[src/rtl/stopwatch_bcd_counter.sv]
// -----------------------------------------------------------------------------
// stopwatch_bcd_counter
//   MM:SS stopwatch counting whole seconds as four BCD digits. The clock
//   divider output (scaledclk) is sampled as data and its rising edges are
//   detected in the system clock domain. A prescaler turns TICKS_PER_UNIT
//   edges into one increment. A start/stop/lap/clear state machine gates
//   the counting and drives the divider's enable and clear inputs.
//
// Ports
//   clock        system clock, all logic on posedge
//   reset        asynchronous active-low reset
//   scaledclk    divider output, synchronous to clock, treated as data
//   start_stop   command pulse: toggle run/pause
//   lap          command pulse: freeze/unfreeze the display
//   clear        command pulse: zero the count and go idle
//   div_enable   divider enable, high in RUN and LAP
//   div_clear    registered one-cycle pulse to the divider reset
//   running      high in RUN and LAP
//   disp_digits  {min_tens, min_ones, sec_tens, sec_ones}, BCD
//   rollover     one-cycle pulse after the count wraps 59:59 -> 00:00
// -----------------------------------------------------------------------------
module stopwatch_bcd_counter #(
    parameter int unsigned TICKS_PER_UNIT = 1
) (
    input  logic        clock,
    input  logic        reset,
    input  logic        scaledclk,
    input  logic        start_stop,
    input  logic        lap,
    input  logic        clear,
    output logic        div_enable,
    output logic        div_clear,
    output logic        running,
    output logic [15:0] disp_digits,
    output logic        rollover
);

    typedef enum logic [1:0] {
        IDLE  = 2'd0,
        RUN   = 2'd1,
        PAUSE = 2'd2,
        LAP   = 2'd3
    } state_t;

    localparam logic [15:0] LAST_TICK = 16'(TICKS_PER_UNIT - 1);

    state_t      state_r;
    state_t      state_next_s;
    logic        sclk_q_r;
    logic        tick_s;
    logic        counting_s;
    logic [15:0] presc_r;
    logic [15:0] presc_next_s;
    logic        inc_s;
    logic [15:0] digits_r;
    logic [15:0] digits_inc_s;
    logic        wrap_s;
    logic [15:0] lap_r;
    logic        lap_capture_s;
    logic        div_clear_r;
    logic        rollover_r;

    // Advance MM:SS by one second. Returns {wrap, next_digits}. Comparing
    // with >= keeps any out-of-range digit from ever being held.
    function automatic logic [16:0] bcd_step(input logic [15:0] d);
        logic [3:0] so;
        logic [3:0] st;
        logic [3:0] mo;
        logic [3:0] mt;
        logic       wrap;
        so   = d[3:0];
        st   = d[7:4];
        mo   = d[11:8];
        mt   = d[15:12];
        wrap = 1'b0;
        if (so >= 4'd9) begin
            so = 4'd0;
            if (st >= 4'd5) begin
                st = 4'd0;
                if (mo >= 4'd9) begin
                    mo = 4'd0;
                    if (mt >= 4'd5) begin
                        mt   = 4'd0;
                        wrap = 1'b1;
                    end else begin
                        mt = mt + 4'd1;
                    end
                end else begin
                    mo = mo + 4'd1;
                end
            end else begin
                st = st + 4'd1;
            end
        end else begin
            so = so + 4'd1;
        end
        return {wrap, mt, mo, st, so};
    endfunction

    // Edge detect and prescaler: gating uses the current state, so an
    // increment still lands in the cycle a start_stop leaves RUN/LAP.
    always_comb begin
        tick_s       = scaledclk & ~sclk_q_r;
        counting_s   = (state_r == RUN) || (state_r == LAP);
        presc_next_s = presc_r;
        inc_s        = 1'b0;
        if (tick_s && counting_s) begin
            if (presc_r >= LAST_TICK) begin
                presc_next_s = 16'd0;
                inc_s        = 1'b1;
            end else begin
                presc_next_s = presc_r + 16'd1;
            end
        end else begin
            presc_next_s = presc_r;
        end
    end

    assign {wrap_s, digits_inc_s} = bcd_step(digits_r);

    // Command decode with priority clear > start_stop > lap.
    always_comb begin
        state_next_s  = state_r;
        lap_capture_s = 1'b0;
        if (clear) begin
            state_next_s = IDLE;
        end else if (start_stop) begin
            case (state_r)
                IDLE:    state_next_s = RUN;
                RUN:     state_next_s = PAUSE;
                LAP:     state_next_s = PAUSE;
                PAUSE:   state_next_s = RUN;
                default: state_next_s = IDLE;
            endcase
        end else if (lap) begin
            case (state_r)
                RUN: begin
                    state_next_s  = LAP;
                    lap_capture_s = 1'b1;
                end
                LAP:     state_next_s = RUN;
                IDLE:    state_next_s = IDLE;
                PAUSE:   state_next_s = PAUSE;
                default: state_next_s = IDLE;
            endcase
        end else begin
            state_next_s = state_r;
        end
    end

    // State register and scaledclk history.
    always_ff @(posedge clock or negedge reset) begin
        if (!reset) begin
            state_r  <= IDLE;
            sclk_q_r <= 1'b0;
        end else begin
            state_r  <= state_next_s;
            sclk_q_r <= scaledclk;
        end
    end

    // Prescaler, live digits and lap latch; clear overrides a same-cycle inc.
    always_ff @(posedge clock or negedge reset) begin
        if (!reset) begin
            presc_r  <= 16'd0;
            digits_r <= 16'h0000;
            lap_r    <= 16'h0000;
        end else if (clear) begin
            presc_r  <= 16'd0;
            digits_r <= 16'h0000;
            lap_r    <= 16'h0000;
        end else begin
            presc_r  <= presc_next_s;
            digits_r <= inc_s ? digits_inc_s : digits_r;
            // digits_r is still the pre-increment value here.
            lap_r    <= lap_capture_s ? digits_r : lap_r;
        end
    end

    // Registered divider clear and rollover pulses.
    always_ff @(posedge clock or negedge reset) begin
        if (!reset) begin
            div_clear_r <= 1'b0;
            rollover_r  <= 1'b0;
        end else begin
            div_clear_r <= clear;
            rollover_r  <= inc_s & wrap_s & ~clear;
        end
    end

    assign div_enable  = counting_s;
    assign running     = counting_s;
    assign div_clear   = div_clear_r;
    assign rollover    = rollover_r;
    assign disp_digits = (state_r == LAP) ? lap_r : digits_r;

endmodule

[config.mk]
export PLATFORM = sky130hd
export DESIGN_NAME = stopwatch_bcd_counter
export DESIGN_NICKNAME = d
export VERILOG_FILES = /design/src/rtl/stopwatch_bcd_counter.sv
export SDC_FILE = /design/constraint.sdc
export NUM_CORES = 1
export LEC_CHECK = 0
export CORE_MARGIN = 2
export CORE_UTILIZATION = 40
export DETAILED_ROUTE_END_ITERATION = 12
export SLEW_MARGIN = 15
export SYNTH_ARGS = -nofsm -noshare
export SYNTH_HDL_FRONTEND = slang
export SYNTH_SLANG_ARGS = --single-unit
[constraint.sdc]
create_clock -name clock -period 2.1 [get_ports clock]
set_clock_uncertainty 0.1 [all_clocks]
set_input_delay 0.42 -clock clock [delete_from_list [all_inputs] [get_ports clock]]
set_output_delay 0.42 -clock clock [all_outputs]
set_load 0.01 [all_outputs]
==> impl_metrics.py <==
metrics = {
    "run_status": {
        "outcome": "completed",
    },
    "floorplan": {
        "coreArea_sq_um": 5040,
        "die_w_um": 75.7,
        "pin_count": 26,
        "dieArea_sq_um": 5730,
        "initial_core_util_pct": 40.8,
        "die_h_um": 75.7,
        "rows": 26,
    },
    "routing": {
        "vias": 1685,
        "drtIter0Drc": 104,
        "post-route-drc-count": 0,
        "drtPass1Iterations": 4,
        "via_per_inst": 5.08,
        "final_antenna_net_count": 0,
        "wl_per_cell_um": 15.1,
        "finalWirelength_um": 5010,
    },
    "power": {
        "power_frac_comb_pct": 32.5,
        "p_leak_nw": 1.28,
        "p_switching_mw": 0.659,
        "p_per_area_nw_per_um2": 739,
        "p_seq_share_pct": 42.7,
        "p_int_mw": 1.34,
        "ir_drop_mv": 0.377,
        "clkPwrFrac_pct": 24.8,
        "switching_share_pct": 32.9,
    },
    "place": {
        "routabilityCongestion": 0.770,
        "io_buffer_count": 25,
        "dp_hpwl_um": 3320,
    },
    "timing": {
        "maxSlewViolCount": 0,
        "fin_crit_sh_pct": 96.3,
        "tightest_slew_ps": 453,
        "max_freq_mhz": 494,
        "rsz0062_at_grt": "no",
        "hold_ws_ps": 402,
        "hold_viol": 0,
        "setup_tns_ps": 0,
        "slew_headroom_pct": 69.8,
        "setup_viol": 0,
        "period_needed_ps": 2020,
    },
    "clock_tree": {
        "cts.path.max_buffers": 2,
        "clk_latency_ps": 280,
        "cts_tree": "done",
        "htreeDepth": 2,
        "clock-sinks": 37,
        "clk_pin_slew_ps": 70,
        "numCtsBuffers": 5,
        "root_buffer": "clkbuf_8",
    },
    "logic_synthesis": {
        "async_flop_share_pct": 100,
        "ys_warn_count": 0,
        "synth.avg_cell_area_sq_um": 10.2,
        "synth_nets": 224,
        "syn_area_sq_um": 2060,
        "ys_seq_area_share_pct": 45.0,
        "synthCells": 202,
        "synth_seq_cells": 37,
        "synth_area_leaders": "dfrtp_1 45%, ha_1 9.7%, a22o_1 6.8%, o21ai_0 4.9%, nand2_1 4.6%",
        "synth_top_area_share_pct": 45.0,
        "yosys.area.top_type": "dfrtp_1",
        "synth_edf_count": 0,
        "synth_flop_cell": "dfrtp_1",
        "synth.distinct_cells": 41,
    },
    "finish": {
        "final_common_cell": "dfrtp_1",
        "fill_cells": 479,
        "final_nets": 284,
        "area_growth_pct": 31.6,
        "final_cell_mix": "37 x dfrtp_1, 34 x buf_4, 25 x nand2_1",
        "drive_above_1_share_pct": 32.8,
        "diodes": 0,
    },
    "grt": {
        "grt_pass1_wl_um": 8000,
        "antenna_found_initial": 0,
        "grt_use_total_pct": 19.0,
        "grt_pass1_vias": 1604,
        "grt_max_degree": 21,
        "gr-total-overflow": 0,
    },
    "setup_path": {
        "rrSetupSlack_ps": 90,
        "worstSetupEndpointType": "output pin",
        "crit_type": "reg2out",
        "worstPathMaxFanout": 6,
        "cp.arrival_ps": 1500,
        "start_kind": "register",
        "worstPathRequired_ps": 1580,
    },
    "worst_hold_path": {
        "hp-class": "reg2reg",
    },
    "flow_run": {
        "cap_violations": 0,
    },
}
## critical path, cell delays in order (launching register included)
cell	delay, ps
dfrtp_1	400
ha_4	200
clkbuf_16	160
mux2_2	320
clkbuf_2	130
## cells by family after synthesis
group	synth area share, %
flops	45.0
simple gates	14.0
mux	4.74
compound gates	20.4
buf+inv	6.14
fa+ha+maj	9.73
## power groups by stage
stage | Combinational (mW) | Clock, mW | Sequential, mW
2_1_floorplan | 0.353 | 0 | 0.865
3_3_place_gp | 0.652 | 0 | 0.866
3_5_place_dp | 0.671 | 0 | 0.866
4_1_cts | 0.653 | 0.515 | 0.855
5_1_grt | 0.733 | 0.540 | 0.867
6_report | 0.649 | 0.497 | 0.855
## registers in the layout (all words and copies together), names as in the netlist
register   cells
digits_r      16
div_clear      1
state_r        2
sclk_q_r       1
rollover       1
lap_r         16
## cell usage after synthesis, drive strengths merged (2+ instances only)
cell type and number:
a41oi 2, nor3 2, nand2b 5, nand4 2, nor4b 2, nand3 4, o21ai 20, nor2 7
mux2i 3, inv 17, a21oi 8, mux2 6, or3b 2, nand2 25, buf 6, a22o 16
a32o 2, ha 16, nor2b 3, clkbuf 4, dfrtp 37, a211oi 2
## worst paths after layout
kind | startpoint | to | cells past startpoint
worst min register to register | lap_r[10]$_DFFE_PN0P_ | lap_r[10]$_DFFE_PN0P_ | 1
max in group asynchronous | reset | digits_r[9]$_DFFE_PN0P_ | 3
worst max-delay path | state_r[0]$_DFFE_PN0P_ | disp_digits[2] | 4
worst max register to register | digits_r[8]$_DFFE_PN0P_ | digits_r[14]$_DFFE_PN0P_ | 6
min in group asynchronous | reset | state_r[0]$_DFFE_PN0P_ | 2
worst min-delay path | lap_r[10]$_DFFE_PN0P_ | lap_r[10]$_DFFE_PN0P_ | 1
## through the flow
step           cell area, sq um  power (mW)  cells  utilization [%]  worst slack, ps
2_1_floorplan              2060        1.22    202                -              174
3_3_place_gp               2570        1.52    317             51.0             5.74
3_5_place_dp               2570        1.54    317             51.0            -31.2
4_1_cts                    2730        2.02    329             54.1            -10.4
5_1_grt                    2710        2.14    332             53.7             10.8
6_report                   2710        2.00    332             53.7             76.8
## what timing repair did
item	in CTS	in global routing
endpoints found under the setup margin	18	20
resized for setup	61	23
endpoints found under the hold margin	18	0
hold buffers	1	0
pin swaps	2	3
gates cloned	1	1
buffers inserted	3	2
## layer usage
metal | global-route usage, % | vias up | routed length [um]
met5 | 0 | - | 0
met4 | 6.04 | 0 | 37
met3 | 3.31 | 4 | 174
met2 | 28.8 | 43 | 2370
met1 | 27.6 | 813 | 2420
li1 | - | 825 | -
## cell type report
cell class,count,area (sq um),share of cell area [%]
Clock buffer,7,86.3,3.19
Inverter,17,63.8,2.36
Multi-Input combinational cell,138,1050,38.6
Sequential cell,37,926,34.2
Tap cell,70,87.6,3.23
Timing Repair Buffer,63,498,18.4
(Power assumes the default switching activity.)
==> patch (config.mk and constraints unchanged) <==
Encoding of `state_t`: now one-hot (4 bits for 4 states).
--- a/src/rtl/stopwatch_bcd_counter.sv
+++ b/src/rtl/stopwatch_bcd_counter.sv
@@ -36,9 +36,9 @@
 );
 
-    typedef enum logic [1:0] {
-        IDLE  = 2'd0,
-        RUN   = 2'd1,
-        PAUSE = 2'd2,
-        LAP   = 2'd3
+    typedef enum logic [3:0] {
+        IDLE  = 4'b0001,
+        RUN   = 4'b0010,
+        PAUSE = 4'b0100,
+        LAP   = 4'b1000
     } state_t;
 
Function: no difference found for any inputs over 10 cycles, from zero or initial values and one cycle with reset low; not proved beyond that.
==> patch against the original RTL <==
- the flow now finishes with violations (negative setup slack)
- hold slack better by 0.023 ns
- cell area is 17% higher
- first-iteration DRC count is 31% lower
- wire length is 16% higher
- via count is 16% higher
- sequential cell count is 2 higher
- area after synthesis is 13% higher
- worst setup slack worse by 0.26 ns
- core utilization is 3.6 points higher
- critical path type unchanged
- highest routed layer unchanged
Power is not compared: it rests on default switching activity, and its combinational part moved more than twofold at a synthesized area within 25%.
==> patch: results (changes against the original RTL) <==
[logic_synthesis]
synth_fa_ha_area_frac = 0.06486  ; -0.03246
synthDistinctLibCells = 47  ; +15%
synth_area_leaders = dfrtp_1 (41%), mux2i_1 (7.4%), ha_1 (6.5%)
syn_nets = 258  ; +15%
synth_seq_area_share = 0.4222  ; -0.02796
synth_mux_area_frac = 0.1027  ; +0.05526

[sta]
finalSetupViolCount = 13  ; +13
hold_slack_ns = 0.4243  ; +0.02281 ns
fin_ws_ns = -0.1798  ; -0.2566 ns

[run_status]
failed_checks = negative setup slack
status = finished with violations

[hold_path]
hp-start = lap_r[2]
hold_depth = 2  ; +1
holdPathEnd = lap_r[2]

[global_route]
grtUsageTotal = 0.1929  ; +0.003421
grtUsageMet2 = 0.3042  ; +0.01624
grtUsageMet1 = 0.2732  ; -0.002759

[placement]
place_area_um2 = 2836  ; +10%
place_congestion = 0.8104  ; +5.3%

[route]
met2_length_mm = 2.767  ; +17%
wl_mm = 5.828  ; +16%

[cells_and_area]
reg_top3 = digits_r (16), lap_r (16), state_r (4)

[setup_path]
setup.worst_path.end = disp_digits[14]
reg2reg_from = state_r[0]
cp_max_fo = 7  ; +1
cp-startpoint = state_r[1]
r2r-end = digits_r[8]
crit_family = buffers and inverters

[clocking]
post_cts_buffers = 9  ; +6

-- patch: power groups by stage --
stage / sequential (W) / combinational (W) / clock (W)
6_report: 0.000780 / 0.000193 / 0.000550
5_1_grt: 0.000782 / 0.000215 / 0.000604
4_1_cts: 0.000779 / 0.000185 / 0.000574
3_5_place_dp: 0.000794 / 0.000187 / 0
3_3_place_gp: 0.000794 / 0.000186 / 0
2_1_floorplan: 0.000789 / 0.000101 / 0
-- patch: layout make-up --
class / instances / area (um2) / share of cell area
Timing Repair Buffer: 71 / 635.6 / 0.2002
Inverter: 13 / 48.80 / 0.01537
Clock buffer: 8 / 100.1 / 0.03152
Sequential cell: 39 / 978.4 / 0.3081
Tap cell: 72 / 90.09 / 0.02837
Multi-Input combinational cell: 172 / 1323 / 0.4165
-- patch: tightest hold or removal path: cells and delay by family (launching register included) --
kind             cells  cell delay, ns
flip-flops           1            0.35
multiplexers         1            0.07
AND/OR/NAND/NOR      1            0.07
